`config.mk`:
```
export PLATFORM = sky130hd
export DESIGN_NAME = hazard_ctrl
export DESIGN_NICKNAME = d
export VERILOG_FILES = /design/src/rtl/hazard_pkg.sv /design/src/rtl/hazard_perf_cnt.sv /design/src/rtl/hazard_ctrl.sv
export SDC_FILE = /design/constraint.sdc
export NUM_CORES = 1
export LEC_CHECK = 0
export BUFFER_PORTS_ARGS = -buffer_cell sky130_fd_sc_hd__clkbuf_2
export CORE_MARGIN = 2
export CORE_UTILIZATION = 47
export DETAILED_ROUTE_END_ITERATION = 8
export GPL_TIMING_DRIVEN = 0
export PLACE_DENSITY = 0.81
export RECOVER_POWER = 50
export REMOVE_ABC_BUFFERS = 1
export SKIP_LAST_GASP = 1
export SYNTH_ARGS = -nofsm -noshare
export SYNTH_HDL_FRONTEND = slang
export SYNTH_SLANG_ARGS = --single-unit
```
`constraint.sdc`:
```
create_clock -name clk -period 3.1 [get_ports clk]
set_input_delay 0.31 -clock clk [delete_from_list [all_inputs] [get_ports clk]]
set_output_delay 0.31 -clock clk [all_outputs]
set_load 0.03 [all_outputs]
```
`src/rtl/hazard_pkg.sv`:
```
// ----------------------------------------------------------------------------
// hazard_pkg
// Shared types and constants for the pipeline hazard controller.
//   hazard_state_t : controller modes (normal run, wait for commit-stage
//                    memory, one-cycle flush/redirect, discard fetch)
//   PERF_W_DEFAULT : default width of the performance counters
//   ST_*           : bit positions of the six pipeline stages inside the
//                    internal stall/flush vectors (F upstream ... C downstream)
// ----------------------------------------------------------------------------
package hazard_pkg;

  typedef enum logic [1:0] {
    RUN,
    WAIT_D,
    FLUSH,
    DISCARD_I
  } hazard_state_t;

  localparam int PERF_W_DEFAULT = 32;

  localparam int STAGE_N = 6;
  localparam int ST_F    = 0;
  localparam int ST_D    = 1;
  localparam int ST_R    = 2;
  localparam int ST_I    = 3;
  localparam int ST_E    = 4;
  localparam int ST_C    = 5;

endpackage

```
`src/rtl/hazard_perf_cnt.sv`:
```
// ----------------------------------------------------------------------------
// hazard_perf_cnt
// Saturating event counter: counts clock cycles with en=1, sticks at all-ones.
//   clk   : clock, rising edge
//   reset : asynchronous active-high clear
//   en    : count this cycle
//   count : current value (W bits)
// ----------------------------------------------------------------------------
module hazard_perf_cnt #(
  parameter int W = 32
) (
  input  logic         clk,
  input  logic         reset,
  input  logic         en,
  output logic [W-1:0] count
);

  // NOTE: sequential state is written only with non-blocking assignments so
  // every flop samples pre-edge values regardless of block ordering.
  always_ff @(posedge clk or posedge reset) begin
    if (reset) begin
      count <= '0;
    end else if (en && (count != '1)) begin
      count <= count + W'(1);
    end
  end

endmodule

```
`src/rtl/hazard_ctrl.sv`:
```
// ----------------------------------------------------------------------------
// hazard_ctrl
// Stall/flush/redirect controller for a six-stage pipeline
// (F fetch, D decode, R rename, I issue, E execute, C commit).
//
// Ports
//   clk, reset                  : clock; asynchronous active-high reset
//   i_busy, d_busy, mdu_busy    : fetch / commit-memory / mult-div busy
//   rob_full, iq_full           : rename back-pressure
//   exception_valid, pcexception: exception redirect request + target
//   branch_taken, pcbranch      : mispredict redirect request + target
//   stallF..stallC              : hold the stage's pipeline register
//   flushF..flushC              : clear the stage's pipeline register
//   redirect_valid, pc_redirect : PC override towards pcselect
//   perf_stall/flush/wait       : performance counters (PERF_W bits)
//
// Build option
//   HAZARD_PERF_EN : when defined, three saturating counters are built;
//                    otherwise the perf ports are tied to zero.
// ----------------------------------------------------------------------------
module hazard_ctrl
  import hazard_pkg::*;
#(
  parameter int PERF_W = PERF_W_DEFAULT
) (
  input  logic              clk,
  input  logic              reset,
  input  logic              i_busy,
  input  logic              d_busy,
  input  logic              mdu_busy,
  input  logic              rob_full,
  input  logic              iq_full,
  input  logic              exception_valid,
  input  logic [31:0]       pcexception,
  input  logic              branch_taken,
  input  logic [31:0]       pcbranch,
  output logic              stallF,
  output logic              stallD,
  output logic              stallR,
  output logic              stallI,
  output logic              stallE,
  output logic              stallC,
  output logic              flushF,
  output logic              flushD,
  output logic              flushR,
  output logic              flushI,
  output logic              flushE,
  output logic              flushC,
  output logic              redirect_valid,
  output logic [31:0]       pc_redirect,
  output logic [PERF_W-1:0] perf_stall,
  output logic [PERF_W-1:0] perf_flush,
  output logic [PERF_W-1:0] perf_wait
);

  hazard_state_t      state_q, state_d;
  logic [31:0]        tgt_q, tgt_d;
  logic [31:0]        pc_redirect_q;
  logic [STAGE_N-1:0] run_stall, run_flush;
  logic [STAGE_N-1:0] stall_v, flush_v;
  logic               redirect_v;
  logic               request;

  assign request = exception_valid | branch_taken;

  // Back-pressure ripples upstream: a stage holds when it has its own reason
  // or anything downstream of it holds. I and D have no local source.
  logic stall_f_run, stall_d_run, stall_r_run, stall_i_run, stall_e_run, stall_c_run;

  assign stall_c_run = d_busy;
  assign stall_e_run = mdu_busy | stall_c_run;
  assign stall_i_run = stall_e_run;
  assign stall_r_run = rob_full | iq_full | stall_i_run;
  assign stall_d_run = stall_r_run;
  assign stall_f_run = i_busy | stall_d_run;

  assign run_stall = {stall_c_run, stall_e_run, stall_i_run,
                      stall_r_run, stall_d_run, stall_f_run};

  // The first running stage below the stalled block gets a bubble so the
  // held instruction is not duplicated downstream. Fetch is never bubbled.
  assign run_flush = {stall_e_run & ~stall_c_run,
                      stall_i_run & ~stall_e_run,
                      stall_r_run & ~stall_i_run,
                      stall_d_run & ~stall_r_run,
                      stall_f_run & ~stall_d_run,
                      1'b0};

  // NOTE: every signal driven here gets a default before the case so no path
  // leaves it unassigned, which would otherwise infer a latch.
  always_comb begin
    state_d    = state_q;
    tgt_d      = tgt_q;
    stall_v    = '0;
    flush_v    = '0;
    redirect_v = 1'b0;

    unique case (state_q)
      RUN: begin
        stall_v = run_stall;
        flush_v = run_flush;
        if (request) begin
          tgt_d   = exception_valid ? pcexception : pcbranch;
          state_d = d_busy ? WAIT_D : FLUSH;
        end
      end

      WAIT_D: begin
        // Freeze everything until the outstanding commit access drains; a
        // late exception takes priority over an already latched branch.
        stall_v = '1;
        if (exception_valid) begin
          tgt_d = pcexception;
        end
        if (!d_busy) begin
          state_d = FLUSH;
        end
      end

      FLUSH: begin
        flush_v    = '1;
        redirect_v = 1'b1;
        state_d    = i_busy ? DISCARD_I : RUN;
      end

      DISCARD_I: begin
        // The fetch in flight belongs to the old path: hold F until it
        // returns and keep dropping whatever reaches D.
        stall_v[ST_F] = 1'b1;
        flush_v[ST_D] = 1'b1;
        if (!i_busy) begin
          state_d = RUN;
        end
      end

      default: state_d = RUN;
    endcase
  end

  always_ff @(posedge clk or posedge reset) begin
    if (reset) begin
      state_q       <= RUN;
      tgt_q         <= '0;
      pc_redirect_q <= '0;
    end else begin
      state_q <= state_d;
      tgt_q   <= tgt_d;
      // Load the redirect target only on entry to FLUSH so the port keeps
      // the last redirect while a new target is being collected.
      if (state_d == FLUSH) begin
        pc_redirect_q <= tgt_d;
      end
    end
  end

  // Reset forces the outputs low at once, not only after the next edge.
  assign stallF = stall_v[ST_F] & ~reset;
  assign stallD = stall_v[ST_D] & ~reset;
  assign stallR = stall_v[ST_R] & ~reset;
  assign stallI = stall_v[ST_I] & ~reset;
  assign stallE = stall_v[ST_E] & ~reset;
  assign stallC = stall_v[ST_C] & ~reset;
  assign flushF = flush_v[ST_F] & ~reset;
  assign flushD = flush_v[ST_D] & ~reset;
  assign flushR = flush_v[ST_R] & ~reset;
  assign flushI = flush_v[ST_I] & ~reset;
  assign flushE = flush_v[ST_E] & ~reset;
  assign flushC = flush_v[ST_C] & ~reset;

  assign redirect_valid = redirect_v & ~reset;
  assign pc_redirect    = pc_redirect_q;

`ifdef HAZARD_PERF_EN
  hazard_perf_cnt #(.W(PERF_W)) u_perf_stall (
    .clk   (clk),
    .reset (reset),
    .en    ((state_q == RUN) && stall_v[ST_F]),
    .count (perf_stall)
  );

  hazard_perf_cnt #(.W(PERF_W)) u_perf_flush (
    .clk   (clk),
    .reset (reset),
    .en    (state_q == FLUSH),
    .count (perf_flush)
  );

  hazard_perf_cnt #(.W(PERF_W)) u_perf_wait (
    .clk   (clk),
    .reset (reset),
    .en    (state_q == WAIT_D),
    .count (perf_wait)
  );
`else
  assign perf_stall = '0;
  assign perf_flush = '0;
  assign perf_wait  = '0;
`endif

`ifndef SYNTHESIS
  // A redirect request during FLUSH or DISCARD_I is dropped by design; flag
  // it because the requester upstream would lose its redirect.
  req_ignored_a : assert property (
    @(posedge clk) disable iff (reset)
      ((state_q == FLUSH) || (state_q == DISCARD_I)) |-> !request
  ) else $error("hazard_ctrl: redirect request ignored during flush/discard");
`endif

endmodule
```
=== After elaboration in Yosys (flattened, before gate mapping) ===
Cells that the tools add are included.

* Input port bits: 73
* Memory bits (writable): 0
* Memories kept: 0
* Latch bits: 0
* Output and inout port bits: 141
* ROM bits: 0
* Logic and storage cells: 49
* Register bits: 66

* Muxes and demuxes: 15
* Reductions and logical operators: 3
* Bitwise logic cells: 24
* Add/sub/neg operators: 0
* Eq/ne operators: 4
* Div/mod/pow operators: 0
* Shift operators: 0
* Multiply operators: 0
* $lt $le $gt $ge: 0

{| class="wikitable"
|+ Operator list
! kind !! count
|-
| 32-bit two-way mux || 3
|-
| 32-bit case mux with 2 select lines || 1
|-
| 1-bit bitwise AND || 15
|-
| 2-bit two-way mux || 5
|-
| 5-bit case mux with 2 select lines || 1
|-
| 2-bit case mux with 4 select lines || 1
|-
| 4-bit case mux with 2 select lines || 1
|-
| 2-bit equality test, second input constant || 3
|-
| 1-bit OR || 5
|-
| 1-bit NOT || 4
|-
| 1-bit case mux with 2 select lines || 2
|-
| 2-bit OR reduction || 2
|-
| 2-bit by 1-bit equality test with 1-bit output, second input constant || 1
|-
| 2-bit zero test || 1
|-
| 1-bit two-way mux || 1
|}

=== Depth between registers and ports, before layout ===
* Depth in word-level cells: 6
* Gate-level depth with buffers: 6
* Depth with buffers taken out: 3

=== Worst setup path before layout ===
Ideal clock, no wire load.

* Kind: input -> output
* From: input port reset
* To: output port stallR
* Data arrival time: 2478 ps
* Stages: 3
* Path buffers: 1
* Slack: 312 ps
* Data required time: 2790 ps
* Path through: inv_1 and3_1 buf_4

* Cells in the longest elaborated chain, start to end: 2

{| class="wikitable"
|+ RTL lines
! item !! line !! text
|-
| from (decl) || hazard_ctrl.sv:27 || <nowiki>input logic reset,</nowiki>
|-
| 1-bit NOT || hazard_ctrl.sv:159 || <nowiki>assign stallR = stall_v[ST_R] & ~reset;</nowiki>
|-
| 1-bit bitwise AND || hazard_ctrl.sv:159 ||
|-
| to (decl) || hazard_ctrl.sv:39 || <nowiki>output logic stallR,</nowiki>
|}

Every way passes these cells.

=== Worst setup path in the final report ===
* From: register state_q[1]
* To: output port flushI

* Cells in the longest elaborated chain, start to end: 3

{| class="wikitable"
|+ RTL lines
! item !! line !! text
|-
| from (decl) || hazard_ctrl.sv:56 || <nowiki>hazard_state_t state_q, state_d;</nowiki>
|-
| from (signal assigned) || hazard_ctrl.sv:146 || <nowiki>state_q <= state_d;</nowiki>
|-
| 2-bit equality test or 2-bit zero test (tied branches) || hazard_ctrl.sv:98 || <nowiki>unique case (state_q)</nowiki>
|-
| 4-bit case mux with 2 select lines * || hazard_ctrl.sv:98 ||
|-
| 1-bit bitwise AND * || hazard_ctrl.sv:166 || <nowiki>assign flushI = flush_v[ST_I] & ~reset;</nowiki>
|-
| to (decl) || hazard_ctrl.sv:46 || <nowiki>output logic flushI,</nowiki>
|}

Every way passes the cells marked *; elsewhere a longest branch is shown, timed or not.

==> results by group <==
Outcome
  – Outcome: completed

Synthesis
  – Count of distinct cell types in the synthesized netlist: 35
  – XOR/XNOR Fraction of Synth Area: 0%
  – Prevailing post-synth register cell: sky130_fd_sc_hd__dfrtp_1
  – Synthesized-area fraction occupied by and/or/nand/nor cells: 3.36%
  – Async set or reset register ratio after synthesis: 100%
  – Largest area contributor in the synthesized netlist: sky130_fd_sc_hd__dfrtp_1
  – Cell types occupying the most area after synthesis: sky130_fd_sc_hd__dfrtp_1, sky130_fd_sc_hd__buf_4, sky130_fd_sc_hd__o2bb2ai_2
  – Average footprint of a synthesized cell: 11.1 µm²
  – Fraction of the mapped netlist area in compound gates: ~30%
  – Area share of the leading cell type in the synthesized netlist: a little under two fifths
  – Number of enable-type register cells in the synthesized netlist: 0
  – Warnings, synthesis: 0
  – Adder-cell share of the synthesized area: 0%
  – Post-Syn Area: around 0.0044 mm²
  – Sequential share of the synthesized area: between 30% and 40%
  – Dominant combinational cell family by area after synthesis: compound AO/OA/AOI/OAI gates
  – Share of synthesized area spent on multiplexers: 7.31%
  – Synth Register Bits: 66
  – Most used standard cell by instance count after synthesis: sky130_fd_sc_hd__buf_4
  – Commonest cells post-synth: sky130_fd_sc_hd__buf_4, sky130_fd_sc_hd__dfrtp_1, sky130_fd_sc_hd__a21o_1
  – Count of mapped cells out of synthesis: slightly below 400

Worst setup path
  – Path type of the worst setup path: flop to output pin
  – Endpoint of the most critical setup path: flushI
  – Sort of element at the end of the critical path: output pin
  – Stage delay of the slowest cell on the critical path: 0.88 ns
  – End of the worst register-to-register path: tgt_q[27]
  – Number of buffers and inverters on the critical path: 2
  – Master of the slowest instance on the critical path: sky130_fd_sc_hd__dfrtp_2
  – Number of cell instances on the worst register-to-register path: 3
  – WP depth: 4
  – Arrival @ worst endpoint: between 2 and 2.5 ns
  – Worst path top cell family by delay: flip-flops
  – Reg2Reg Launch Point: state_q[1]
  – Required time of the worst setup path: between 2 and 3 ns
  – Setup slack on the worst flop-to-flop path: 0.52 ns
  – Start point of the critical path: state_q[1]
  – CP max FO: 39
  – Startpoint type of the worst setup path: flop
  – Sequence of cells on the critical path: inv_1, nor3_1, a21o_1, clkbuf_2

Placement
  – Detailed-placement wirelength estimate: slightly below 7000 µm
  – Placed inst area: 0.00461 mm²
  – Routability congestion estimate from global placement: ~0.85
  – Number of buffers added on ports: 117
  – Placement-stage worst setup slack: -0.412 ns

Global route
  – Antenna violations before repair: 0
  – Maximum number of pins on one net before global-route repair: 69
  – Via count of the first global-routing pass: 3210
  – First-pass GRT wire length: approximately 16000 µm
  – Final global-route overflow total: 0
  – Gr usage total: about a fifth

Power
  – Share of total power in combinational logic: between 30% and 40%
  – Highest ir drop seen on vdd: 0.315 mV
  – Clock power frac: between 20% and 30%
  – Switching pwr: around 1.5 mW
  – Leakage: 2.44 nW
  – Cell Int Power: about 2 mW
  – Power per Cell Area: around 740 mW/mm²
  – Sequential share of power: between 30% and 40%
  – Switch share: between 40% and 50%

Floorplanning
  – Die Wd: just over 100 µm
  – Initial Utilization: between 40% and 50%
  – Placeable Area: between 0.009 and 0.01 mm²
  – Count of boundary I/O pins: 214
  – Full die area: roughly 0.010 mm²
  – Std-Cell Rows: 35
  – Overall die height: approximately 100 µm

STA
  – Clock skew after layout: about 0.008 ns
  – Fin. Hold Viols: 0
  – Worst-margin pin slew: 1.45 ns
  – Slew headroom: about 3.4%
  – Final setup violation count: 0
  – Final min period: ~2.8 ns
  – Max-slew violation count: 0
  – Setup repair after global routing missed its margin: false
  – Post-route worst setup slack: 0.295 ns
  – Maximum frequency from static timing analysis: around 360 MHz
  – Share of the clock period used by the worst path after layout: between 90 and 100%

Drt
  – Number of DRC markers after the initial detailed-route iteration: ~120
  – First-pass iteration count of the detailed router: 4
  – Post-route DRC violation count: 0
  – DRT antenna net count: 0
  – Routed vias/inst: 5.43
  – Post-Route WL: roughly 11000 µm
  – Wire length per cell: roughly 18 µm
  – Vias: around 3300

CTS
  – Later-pin clock latency in the skew report: between 0.3 and 0.4 ns
  – Max H-tree Level: 3
  – CTS Hold Bufs: 0
  – Clock tree from TritonCTS: yes
  – CTS Root Cell: sky130_fd_sc_hd__clkbuf_8
  – CTS Buffer Depth: 2
  – CTS Buf Count: 9
  – Num Clock Sinks: 66
  – Clock edge transition at the registers on the reported setup and hold paths: 0.07 ns

Finish
  – Fin area: between 0.004 and 0.005 mm²
  – Proportion of layout cells with a drive suffix above 1: 30.0%
  – Layout Area Growth over Synthesis: 8.10%
  – Final #Nets: approximately 560
  – Antenna diodes: 0

Worst hold path
  – Worst min path class: input port to flop
  – Origin of the worst min-delay path: pcexception[20]

Run
  – Max-capacitance violation count: 0
## power by group through the flow
stage	registers (mW)	clock network, mW	logic, mW
finish	1.37	0.772	1.41
global route	1.40	0.830	1.50
CTS	1.36	0.795	1.44
detailed placement	1.38	0	1.43
global placement	1.36	0	1.39
floorplan	1.63	0	0.745
## worst register-to-register path, delay by kind of cell (launching register included)
family	cells	cell delay, ns
AO/OA/AOI/OAI	1	0.25
buffers and inverters	1	0.40
AND/OR/NAND/NOR	1	0.99
flip-flops	1	0.88
## cell families (layout without fill, tap and decap cells)
group	count (synthesis)	in the layout
other	1	96
and+or+nand+nor	25	26
muxes	32	32
buffers and inverters	137	137
AOI/OAI and AO/OA	137	137
DFF	66	66
## worst min path at each step
stage,end,slack (ns),cells after the start
after floorplan,state_q[0],0.44,2
after global placement,tgt_q[5],0.48,1
after detailed placement,tgt_q[21],0.49,1
after CTS,tgt_q[30],0.25,3
after global routing,state_q[0],0.27,3
final,tgt_q[20],0.28,3
## cell usage in the layout, fill, tap and decap left out, drive strengths merged, types with 2 or more instances in the layout
cell / count
mux2: 3
nand2: 3
o22ai: 3
conb: 96
a21o: 30
o22a: 29
o21ai: 7
or3: 2
a21oi: 5
o2bb2ai: 29
bufinv: 2
mux2i: 29
dfrtp: 66
nor2: 7
inv: 3
a2111o: 29
clkbuf: 129
o2111ai: 3
nor3: 7
buf: 2
## through the flow
| stage | hold WS [ns] | power [mW] | cells | util (%) | TNS (ns) |
|---|---|---|---|---|---|
| after global routing | 0.267 | 3.74 | 605 | 52.1 | 0 |
| after detailed placement | 0.495 | 2.81 | 589 | 50.1 | -9.29 |
| final | 0.275 | 3.55 | 605 | 52.1 | 0 |
| after global placement | 0.481 | 2.75 | 587 | 49.7 | -17.71 |
| after CTS | 0.250 | 3.60 | 605 | 52.4 | 0 |
| after floorplan | 0.443 | 2.37 | 359 | - | -5.26 |
## sequential cells by signal, summed over array words and instances, names as in the netlist
| signal | cells |
|---|---|
| tgt_q | 32 |
| pc_redirect | 32 |
| state_q | 2 |
## area by class of cell
cell class	instances	area, µm²
clock inverter	3	65.1
timing repair buffer	119	592
tap	111	139
inverter	3	11.3
sequential	66	1650
fill	863	4400
multi-input combinational	291	2200
clock buffer	12	135
## layer usage
layer / routed length, µm / global-route usage, %
met1: 4420 / 26.5
met2: 5400 / 34.5
met3: 618 / 3.45
met4: 203 / 8.00
met5: 0 / 0
## repair_timing
item	4_1_cts	5_1_grt
setup buffers	0	0
gates resized for setup	1	0
endpoints found under the setup margin	19	0
Note: power is estimated with default switching activity, not from simulation.
